File: src/rtl/cereal_rx.sv
// cereal_rx: 8N1 serial receiver (idle high, LSB first) with a buffered byte output.
// Define CEREAL_RX_FIFO_EN for a DEPTH-entry FIFO; the default build uses a single holding register.
//
// state   | meaning
// --------+---------------------------------------------------
// S_IDLE  | line idle, waiting for a falling edge on rx_s
// S_START | timing to mid start bit to confirm it is real
// S_DATA  | sampling 8 data bits at mid-bit, LSB first
// S_STOP  | sampling stop bit at mid-bit, then push or flag
module cereal_rx #(
    parameter int CLKS_PER_BIT = 5208,
    parameter int DEPTH        = 8
) (
    input  logic       sysclk,
    input  logic       rst_n,
    input  logic       rx,
    input  logic       rd,
    input  logic       clr_err,
    output logic [7:0] data,
    output logic       valid,
    output logic       frame_err,
    output logic       overrun
);

    localparam int CW = $clog2(CLKS_PER_BIT);
    localparam logic [CW-1:0] HALF_TC = CW'(CLKS_PER_BIT / 2 - 1);
    localparam logic [CW-1:0] FULL_TC = CW'(CLKS_PER_BIT - 1);

    if (CLKS_PER_BIT < 4 || DEPTH < 2 || (DEPTH & (DEPTH - 1)) != 0) begin : g_bad_param
        $error("cereal_rx: CLKS_PER_BIT must be >= 4 and DEPTH a power of 2 >= 2");
    end

    typedef enum logic [1:0] {S_IDLE, S_START, S_DATA, S_STOP} state_t;

    state_t        state_q, state_d;
    logic [CW-1:0] cyc_q, cyc_d;
    logic [2:0]    bit_q, bit_d;
    logic [7:0]    shift_q, shift_d;
    logic          rx_meta_q, rx_s_q;
    logic          frame_err_q, frame_err_d;
    logic          overrun_q, overrun_d;
    logic          push, pop, accept, ovr_set;

    always_ff @(posedge sysclk or negedge rst_n) begin
        if (!rst_n) begin
            rx_meta_q   <= 1'b1;
            rx_s_q      <= 1'b1;
            state_q     <= S_IDLE;
            cyc_q       <= '0;
            bit_q       <= '0;
            shift_q     <= '0;
            frame_err_q <= 1'b0;
            overrun_q   <= 1'b0;
        end else begin
            rx_meta_q   <= rx;
            rx_s_q      <= rx_meta_q;
            state_q     <= state_d;
            cyc_q       <= cyc_d;
            bit_q       <= bit_d;
            shift_q     <= shift_d;
            frame_err_q <= frame_err_d;
            overrun_q   <= overrun_d;
        end
    end

    // Bit timer is a down-counter: loaded on each phase entry, phase acts at terminal count 0.
    always_comb begin
        state_d = state_q;
        cyc_d   = (cyc_q == '0) ? '0 : cyc_q - 1'b1;
        bit_d   = bit_q;
        shift_d = shift_q;
        case (state_q)
            S_IDLE: begin
                cyc_d = HALF_TC;
                if (!rx_s_q) state_d = S_START;
            end
            S_START: begin
                if (cyc_q == '0) begin
                    if (!rx_s_q) begin
                        state_d = S_DATA;
                        cyc_d   = FULL_TC;
                        bit_d   = '0;
                    end else begin
                        state_d = S_IDLE;
                    end
                end
            end
            S_DATA: begin
                if (cyc_q == '0) begin
                    shift_d = {rx_s_q, shift_q[7:1]};
                    cyc_d   = FULL_TC;
                    if (bit_q == 3'd7) state_d = S_STOP;
                    else               bit_d   = bit_q + 3'd1;
                end
            end
            S_STOP: begin
                if (cyc_q == '0) state_d = S_IDLE;
            end
            default: state_d = S_IDLE;
        endcase
    end

    always_comb begin
        push        = (state_q == S_STOP) && (cyc_q == '0) && rx_s_q;
        frame_err_d = (state_q == S_STOP) && (cyc_q == '0) && !rx_s_q;
    end

`ifdef CEREAL_RX_FIFO_EN
    localparam int AW = $clog2(DEPTH);

    logic [7:0]    mem [DEPTH];
    logic [AW-1:0] wr_ptr_q, wr_ptr_d, rd_ptr_q, rd_ptr_d;
    logic [AW:0]   count_q, count_d;
    logic [7:0]    data_q, data_d;
    logic          full;

    always_comb begin
        full     = (count_q == (AW + 1)'(DEPTH));
        pop      = rd && (count_q != '0);
        accept   = push && (!full || pop);
        ovr_set  = push && full && !pop;
        count_d  = count_q + (AW + 1)'(accept) - (AW + 1)'(pop);
        wr_ptr_d = accept ? wr_ptr_q + 1'b1 : wr_ptr_q;
        rd_ptr_d = pop ? rd_ptr_q + 1'b1 : rd_ptr_q;
        // Registered head: when the FIFO drains to empty the last head byte is held.
        if (count_d == '0)                      data_d = data_q;
        else if (count_q == (AW + 1)'(pop))     data_d = shift_q;
        else                                    data_d = mem[rd_ptr_d];
    end

    always_ff @(posedge sysclk) begin
        if (accept) mem[wr_ptr_q] <= shift_q;
    end

    always_ff @(posedge sysclk or negedge rst_n) begin
        if (!rst_n) begin
            wr_ptr_q <= '0;
            rd_ptr_q <= '0;
            count_q  <= '0;
            data_q   <= '0;
        end else begin
            wr_ptr_q <= wr_ptr_d;
            rd_ptr_q <= rd_ptr_d;
            count_q  <= count_d;
            data_q   <= data_d;
        end
    end

    assign valid = (count_q != '0);
    assign data  = data_q;
`else
    logic       full_q, full_d;
    logic [7:0] data_q, data_d;

    always_comb begin
        pop     = rd && full_q;
        accept  = push && (!full_q || pop);
        ovr_set = push && full_q && !pop;
        full_d  = accept || (full_q && !pop);
        data_d  = accept ? shift_q : data_q;
    end

    always_ff @(posedge sysclk or negedge rst_n) begin
        if (!rst_n) begin
            full_q <= 1'b0;
            data_q <= '0;
        end else begin
            full_q <= full_d;
            data_q <= data_d;
        end
    end

    assign valid = full_q;
    assign data  = data_q;
`endif

    // A new overrun wins over a simultaneous clear.
    assign overrun_d = ovr_set || (overrun_q && !clr_err);
    assign overrun   = overrun_q;
    assign frame_err = frame_err_q;

endmodule
File: config.mk
export PLATFORM = sky130hd
export DESIGN_NAME = cereal_rx
export DESIGN_NICKNAME = d
export VERILOG_FILES = /design/src/rtl/cereal_rx.sv
export SDC_FILE = /design/constraint.sdc
export NUM_CORES = 1
export LEC_CHECK = 0
export ABC_AREA = 0
export CELL_PAD_IN_SITES_DETAIL_PLACEMENT = 2
export CELL_PAD_IN_SITES_GLOBAL_PLACEMENT = 2
export CORE_MARGIN = 2
export CORE_UTILIZATION = 41
export DETAILED_ROUTE_END_ITERATION = 12
export GPL_ROUTABILITY_DRIVEN = 0
export PLACE_DENSITY = 0.79
export SYNTH_ARGS = -nofsm -noshare
export SYNTH_HDL_FRONTEND = slang
export SYNTH_SLANG_ARGS = --single-unit
File: constraint.sdc
create_clock -name sysclk -period 5.7 [get_ports sysclk]
set_input_delay 0.57 -clock sysclk [delete_from_list [all_inputs] [get_ports sysclk]]
set_output_delay 0.57 -clock sysclk [all_outputs]
set_load 0.01 [all_outputs]
After elaboration in Yosys (flattened, before gate mapping) --
Index checks and enable logic that the tools add are counted.
Operators by class: reduce and logical (&&, ||, !) cells 22, multiplexer cells 17, equal/unequal tests 11, $add $sub $neg 2
Operator list (number):
- 13-bit two-way mux | 4
- 13-bit case mux with 3 select lines | 1
- 2-bit inequality test, second input constant | 7
- 13-bit zero test | 1
- 13-bit by 1-bit subtractor with 13-bit output, second input constant | 1
- 2-bit two-way mux | 6
- 3-bit two-way mux | 4
- 5-bit AND reduction | 2
- 1-bit logical AND | 9
- 2-bit case mux with 4 select lines | 1
- 3-bit case mux with 2 select lines | 1
- 2-bit == test, second input constant | 2
- 1-bit zero test | 4
- 3-bit by 1-bit adder with 3-bit output, second input constant | 1
- 3-bit == test, second input constant | 1
- 1-bit logical OR | 3
- 2-bit by 1-bit == test with 1-bit output, second input constant | 1
- 2-bit zero test | 1
- 2-bit AND reduction | 1
- 2-bit nonzero test | 1
Storage, ports and cells: word-level logic and storage cells 62, flip-flop bits (word level) 39, output and inout port bits 11

Logic depth before layout (Yosys ltp) --
word-level depth 6, depth in mapped cells 7, depth with buffers taken out 6

Worst setup path before layout --
No wires, ideal clock.
kind register to register, from register cyc_q[0], to register data_q[0] (netlist: data[0]), required time 5575 ps, cell stages (with the launch flop) 7, period minus slack after synthesis 2005 ps, data arrival time 1880 ps, slack 3695 ps, path through dfrtp_1 inv_1 ha_1 or4b_1 nor3_4 nand3_4 mux2_2
On the way: word-level cells in the longest chain between the ends 4
Ends and longest elaborated chain:
- start: declaration | line 36 | logic [CW-1:0] cyc_q, cyc_d;
- start signal: assignment | line 58 | cyc_q <= cyc_d;
- 13-bit zero test | line 104 | push = (state_q == S_STOP) && (cyc_q == '0) && rx_s_q;
- 1-bit logical AND (2 in a row) | line 104
- 1-bit logical AND | line 157 | accept = push && (!full_q || pop);
- end signal: assignment | line 169 | data_q <= data_d;
- end: declaration | line 153 | logic [7:0] data_q, data_d;
Every way passes these cells. A chain may end at the register's enable or synchronous reset.

Worst setup path in the final report --
from register cyc_q[0], to register data_q[2] (netlist: data[2])
The elaborated chain is that of the path after synthesis.

==> results_dict.tcl <==
set metrics [dict create \
    grt_pass1_vias 1429 \
    dr_wl_met3_um 130 \
    min_delay_path_depth 0 \
    io_pins 16 \
    syn_to_final_growth_pct 16.0 \
    p_leak_nw 0.874 \
    drive_above_1_share_pct 19.1 \
    final.setup.tns_ps 0 \
    clk_path_buf_depth 2 \
    nets 170 \
    start_util_pct 43.3 \
    clk_pin_slew_worst_paths_ps 80 \
    grt_overflow 0 \
    max_cap_viol_count 0 \
    cp_max_fo 17 \
    reg2reg_from "cyc_q[0]" \
    cp_data_required_time_ps 5880 \
    synth_area_um2 1760 \
    core_um2 4060 \
    route.detailed.drc 0 \
    drt_iter0_markers 30 \
    die-width_um 69.5 \
    p_sw_mw 0.110 \
    tritoncts "done" \
    grt_max_degree 40 \
    ys_seq_area_share_pct 55.7 \
    cpMaxStageDelayCell "nor3_4" \
    slowest_delay_ps 630 \
    clk_latency_ps 300 \
    dr.pass1.iters 4 \
    ctsHoldBuffers 0 \
    rr_endpoint "data[2]" \
    top_layer_used "met4" \
    cts_resized 0 \
    final_max_slew_viol_count 0 \
    wl_met1_mm 1.76 \
    max-slew-margin-rel_pct 43.2 \
    ff2ff_setup_slack_ps 3180 \
    vias_per_cell 5.72 \
    avgSynthCellArea_um2 12.1 \
    crit_path_end_kind "flop" \
    start_kind "flop" \
    grtUsageTotal_pct 19.3 \
    postRouteAntennaNets 0 \
    comb_power_share_pct 1.8 \
    arrival_ps 2700 \
    setup_viol_count_final 0 \
    r2r_cells 6 \
    die_area_um2 4820 \
    yosys_warnings 0 \
    io_buffers 15 \
    vias 1212 \
    dr_wl_met2_mm 2.16 \
    crit_chain "inv_1 > ha_1 > or4b_1 > nor3_4 > nand3_4 > mux2_2" \
    grt_pass1_wl_mm 7.22 \
    finalCritPeriodShare_pct 44.2 \
    cts_sinks 39 \
    swShare_pct 22.4 \
    hold_end "rx_s_q" \
    clock-root-buffer "clkbuf_8" \
    cts_buffers 5 \
    layout_setup_ws_ps 3180 \
    dp_hpwl_mm 2.92 \
    max_freq_mhz 397 \
    cts_setup_buffers 0 \
    wire_per_inst_um 19.5 \
    p_per_area_nw_per_um2 240 \
    outcome "completed" \
    syn_inst 145 \
    grt_antenna_before_repair 0 \
    tightest_slew_ps 852 \
    internal_power_mw 0.379 \
    worst_hold_path_type "reg2reg" \
    final_hold_viol_count 0 \
    row_count 23 \
    wirelength_mm 4.14 \
    die_h_um 69.5 \
    synth_cell_types 34 \
    seq_power_share_pct 57.0 \
    synth_nets 154 \
    hold_slack_ps 362 \
    fin_crit_ps 2520 \
    ys_seq_elements 39 \
    crit_type "reg2reg" \
    clock_skew_ps 10.3 \
    ir_drop_mv 0.132 \
    htree_levels 2 \
    post-place-ws_ps 3160 \
    clockPowerShare_pct 41.2 \
    grt_setup_unrepaired "no" \
    min_from "rx_meta_q" \
    insertedDiodeCount 0 \
]
## registers in the layout, summed over array words and instances (netlist names), named ones only
name       flops
rx_s_q         1
frame_err      1
bit_q          3
state_q        1
rx_meta_q      1
valid          1
cyc_q         13
overrun        1
shift_q        8
data           8
## final cells by class
class,count,area (µm²)
repair buffers,15,145
multi-input cells,93,726
inverters,7,26.3
clock buffers,6,82.6
clock inverters,2,16.3
well taps,50,62.6
fillers,395,2020
flip-flops and latches,39,978
## synth_stat cells
cell type / n / share of area (%)
a211oi_1: 2 / 0.85
a21oi_1: 9 / 2.6
a311oi_1: 2 / 1.0
a32o_1: 2 / 1.1
a41o_1: 1 / 0.57
and2_1: 1 / 0.36
and3_1: 1 / 0.36
buf_2: 3 / 0.85
clkbuf_1: 3 / 0.64
dfrtp_1: 37 / 53
dfstp_2: 2 / 3.0
ha_1: 4 / 2.8
inv_1: 7 / 1.5
mux2_2: 16 / 10
nand2_1: 1 / 0.21
nand2b_1: 1 / 0.36
nand3_1: 2 / 0.57
nand3_4: 1 / 1.0
nand4_1: 1 / 0.36
nor2_1: 6 / 1.3
nor2b_1: 1 / 0.36
nor3_1: 9 / 2.6
nor3_4: 1 / 0.93
nor4_1: 4 / 1.4
nor4b_2: 1 / 0.85
o21ai_0: 4 / 1.1
o22ai_1: 4 / 1.4
o32ai_1: 1 / 0.50
or3_1: 3 / 1.1
or3b_2: 1 / 0.50
or4_1: 3 / 1.3
or4b_1: 1 / 0.57
xnor2_1: 9 / 4.5
xor2_1: 1 / 0.50
## cell families (layout without fill, tap and decap cells)
| logic type | Yosys count | in the layout | share of synthesized area (%) |
|---|---|---|---|
| flip-flops | 39 | 39 | 55.7 |
| AND/OR/NAND/NOR | 38 | 38 | 14.0 |
| AO/OA/AOI/OAI | 25 | 25 | 9.19 |
| multiplexers | 16 | 16 | 10.3 |
| buffers and inverters | 13 | 30 | 2.99 |
| XOR/XNOR | 10 | 10 | 4.99 |
| adder cells (fa/ha/maj) | 4 | 4 | 2.85 |
## through the flow
stage	power, mW	utilization, %	cell area [µm²]	cells
after global placement	0.292	47.8	1940	204
after floorplan	0.285	-	1760	145
after global routing	0.507	50.2	2040	212
after CTS	0.494	50.2	2040	212
final	0.489	50.2	2040	212
after detailed placement	0.293	47.8	1940	204
## power by group through the flow
| stage | clock (mW) | combinational, mW | sequential, mW |
|---|---|---|---|
| global route | 0.219 | 0.00999 | 0.278 |
| CTS | 0.207 | 0.00927 | 0.278 |
| global placement | 0 | 0.00867 | 0.284 |
| floorplan | 0 | 0.000965 | 0.284 |
| finish | 0.202 | 0.00871 | 0.278 |
| detailed placement | 0 | 0.00924 | 0.284 |
## layout by cell type (no fill, tap or decap), drive strengths merged
cell type,count
buf,1
clkinvlp,1
o22ai,4
clkinv,1
nand4,1
mux2,16
o32ai,1
nor2b,1
a32o,2
a311oi,2
o21ai,4
xor2,1
or4b,1
clkbuf,6
nand2,1
and2,1
ha,4
nand3,3
or4,3
a21oi,9
a211oi,2
nor2,6
nor4,4
inv,7
xnor2,9
or3,3
or3b,1
dfrtp,37
nor3,10
a41o,1
and3,1
clkdlybuf4s50,14
dfstp,2
nor4b,1
nand2b,1
## worst max-delay path: cells and delay by family (launching register included)
kind	cells	cell delay, ps
simple gates	3	1400
mux	1	340
flops	1	410
fa+ha+maj	1	150
buf+inv	1	90
## per-layer routing
| layer | GRT usage, % | vias up |
|---|---|---|
| li1 | - | 565 |
| met1 | 22.9 | 618 |
| met2 | 33.0 | 19 |
| met3 | 4.80 | 10 |
| met4 | 8.50 | 0 |
| met5 | 0 | - |
## worst max-delay path by stage
stage	cells after the start	endpoint	start	slack (ps)
after global routing	6	data[2]	cyc_q[0]	2980
after CTS	6	data[4]	cyc_q[0]	3160
after detailed placement	6	data[5]	cyc_q[0]	3160
final	6	data[2]	cyc_q[0]	3180
after floorplan	6	data[0]	cyc_q[0]	3700
after global placement	6	data[2]	cyc_q[0]	3270
Power figures use the tool's default switching activity.
==> RTL edit, RTL diff (same settings) <==
Add a define of `CEREAL_RX_FIFO_EN`.
--- a/src/rtl/cereal_rx.sv
+++ b/src/rtl/cereal_rx.sv
@@ -7,6 +7,8 @@
 // S_START | timing to mid start bit to confirm it is real
 // S_DATA  | sampling 8 data bits at mid-bit, LSB first
 // S_STOP  | sampling stop bit at mid-bit, then push or flag
+`define CEREAL_RX_FIFO_EN
+
 module cereal_rx #(
     parameter int CLKS_PER_BIT = 5208,
     parameter int DEPTH        = 8
Function: no difference found for any inputs over 10 cycles, from zero or initial values and one cycle with rst_n low; that may be too few to reach the edited logic, so the function may still have changed.
==> RTL edit against the unedited design <==
  * Final cell count rose to 2.9 times the old value
  * Non-clock buffer count rose by 3
  * First-iteration DRC count rose to 5.8 times the old value
  * Count of clock-buffer cells in the layout rose by 4
  * Routed wire length rose to 3.2 times the old value
  * Total power rose to 5.6 times the old value
  * Sequential cell count rose by 73
  * Area after synthesis rose to 3.0 times the old value
  * Sequential share of layout area rose by 4.6 points
  * Hold slack got worse by 55 ps
  * Clock skew fell by 2.1 ps
  * Setup slack got worse by 2100 ps
  * Cell area rose to 2.9 times the old value
  * Highest routed layer unchanged
==> RTL edit: results (changes against the unedited design) <==
| Metric | Value |
|---|---|
| Setup slack, reg-to-reg | 1080 ps (was 3180 ps) |
| Dpl hpwl | 8940 um (was 2920 um) |
| CP max-delay cell | mux2i_2 (was nor3_4) |
| Largest net degree at the start of global routing | 49 (was 40) |
| CP delay by family, top | adder cells (was simple AND/OR/NAND/NOR gates) |
| Vias per cell | 5.56 (was 5.72) |
| Top cells by count, synth | edfxtp_1, dfrtp_1, nand2_1 (was dfrtp_1, mux2_2, a21oi_1, nor3_1, xnor2_1) |
| GR Layer Usage met1 | 26.5% (was 22.9%) |
| Clock skew | 8.26 ps (was 10.3 ps) |
| Reg-to-Reg Start | count_q[2] (was cyc_q[0]) |
| Fin util | 47.0% (was 50.2%) |
| Share of cells above drive strength 1 | 7.05% (was 19.1%) |
| Avg Synthesized Cell Area | 12.5 um^2 (was 12.1 um^2) |
| Worst path arrival time | 4870 ps (was 2700 ps) |
| Met3 usage | 3.34% (was 4.80%) |
| P_leak | 0.00230 uW (was 0.000874 uW) |
| Crit path largest cell delay | 700 ps (was 630 ps) |
| Synth Net Count | 442 (was 154) |
| Inverters | 16 (was 7) |
| Clock Buffer Count | 10 (was 6) |
| Post-Synth XOR/XNOR Area | 2.15% (was 4.99%) |
| Final nets | 453 (was 170) |
| Comb_multi_in | 278 (was 93) |
| Cts bufs inserted | 9 (was 5) |
| Register area share after synthesis | 59.0% (was 55.7%) |
| #FFs+latches synth | 112 (was 39) |
| Number of global-route vias before repair | 3,858 (was 1,429) |
| Post-Route WL | 13,300 um (was 4140 um) |
| Final clock-cell share | 5.80% (was 4.85%) |
| WL met2 | 6850 um (was 2160 um) |
| Core Area | 0.0126 mm^2 (was 0.00406 mm^2) |
| Dpl cells | 596 (was 204) |
| Clk root buf | clkbuf_16 (was clkbuf_8) |
| Multi-input gate area | 0.00202 mm^2 (was 726 um^2) |
| H-tree depth | 3 (was 2) |
| Proportion of synthesized area in mux cells | 8.41% (was 10.3%) |
| Crit path max fanout | 16 (was 17) |
| Synth top area cells | edfxtp_1, dfrtp_1, mux2i_1 (was dfrtp_1, mux2_2, xnor2_1) |
| Fill count | 1,279 (was 395) |
| Met1 wire length | 5930 um (was 1760 um) |
| Status | finished, final reports clean (unchanged) |
| DP Area | 0.00559 mm^2 (was 0.00194 mm^2) |
| Adder-cell share of the synthesized area | 3.21% (was 2.85%) |
| First-pass GRT wire length | 22,000 um (was 7220 um) |
| Synth async-reset ratio | 42.9% (was 100%) |
| Most used DFF post-synth | edfxtp_1 (was dfrtp_1) |
| Worst-margin pin slew | 1170 ps (was 852 ps) |
| R2R Path End | data[1] (was data[2]) |
| Clock latency on the worst-skew pair | 360 ps (was 300 ps) |
| VDD IR max | 0.154 mV (was 0.132 mV) |
| EDFF count, synth | 64 (was 0) |
[RTL edit: cell types whose count changed in the layout (fill, tap and decap cells not counted), sizes merged, moves of 15 or more]
cell	delta
nor2b	+21
a21oi	+15
nand2	+35
a211o	+17
mux2i	+34
edfxtp	+64
nor2	+17
[RTL edit: worst max path at each step]
stage / startpoint / to / slack, ps / cells past startpoint
floorplan: count_q[2] / data[4] / 1960 / 17
global placement: count_q[2] / data[6] / 1480 / 15
detailed placement: count_q[2] / data[1] / 1120 / 15
CTS: count_q[2] / data[1] / 1020 / 15
global route: count_q[2] / data[7] / 710 / 15
finish: count_q[2] / data[1] / 1080 / 15
[RTL edit: stage by stage]
step	power (uW)	hold WS [ps]
finish	2730	307
global route	2880	370
CTS	2760	330
detailed placement	2010	347
global placement	1930	347
floorplan	1710	274
[RTL edit: power by group]
part	switching [uW]	internal, uW	leakage (uW)
Clock	303	433	0.000164
Sequential	118	913	0.00116
Combinational	519	441	0.000975
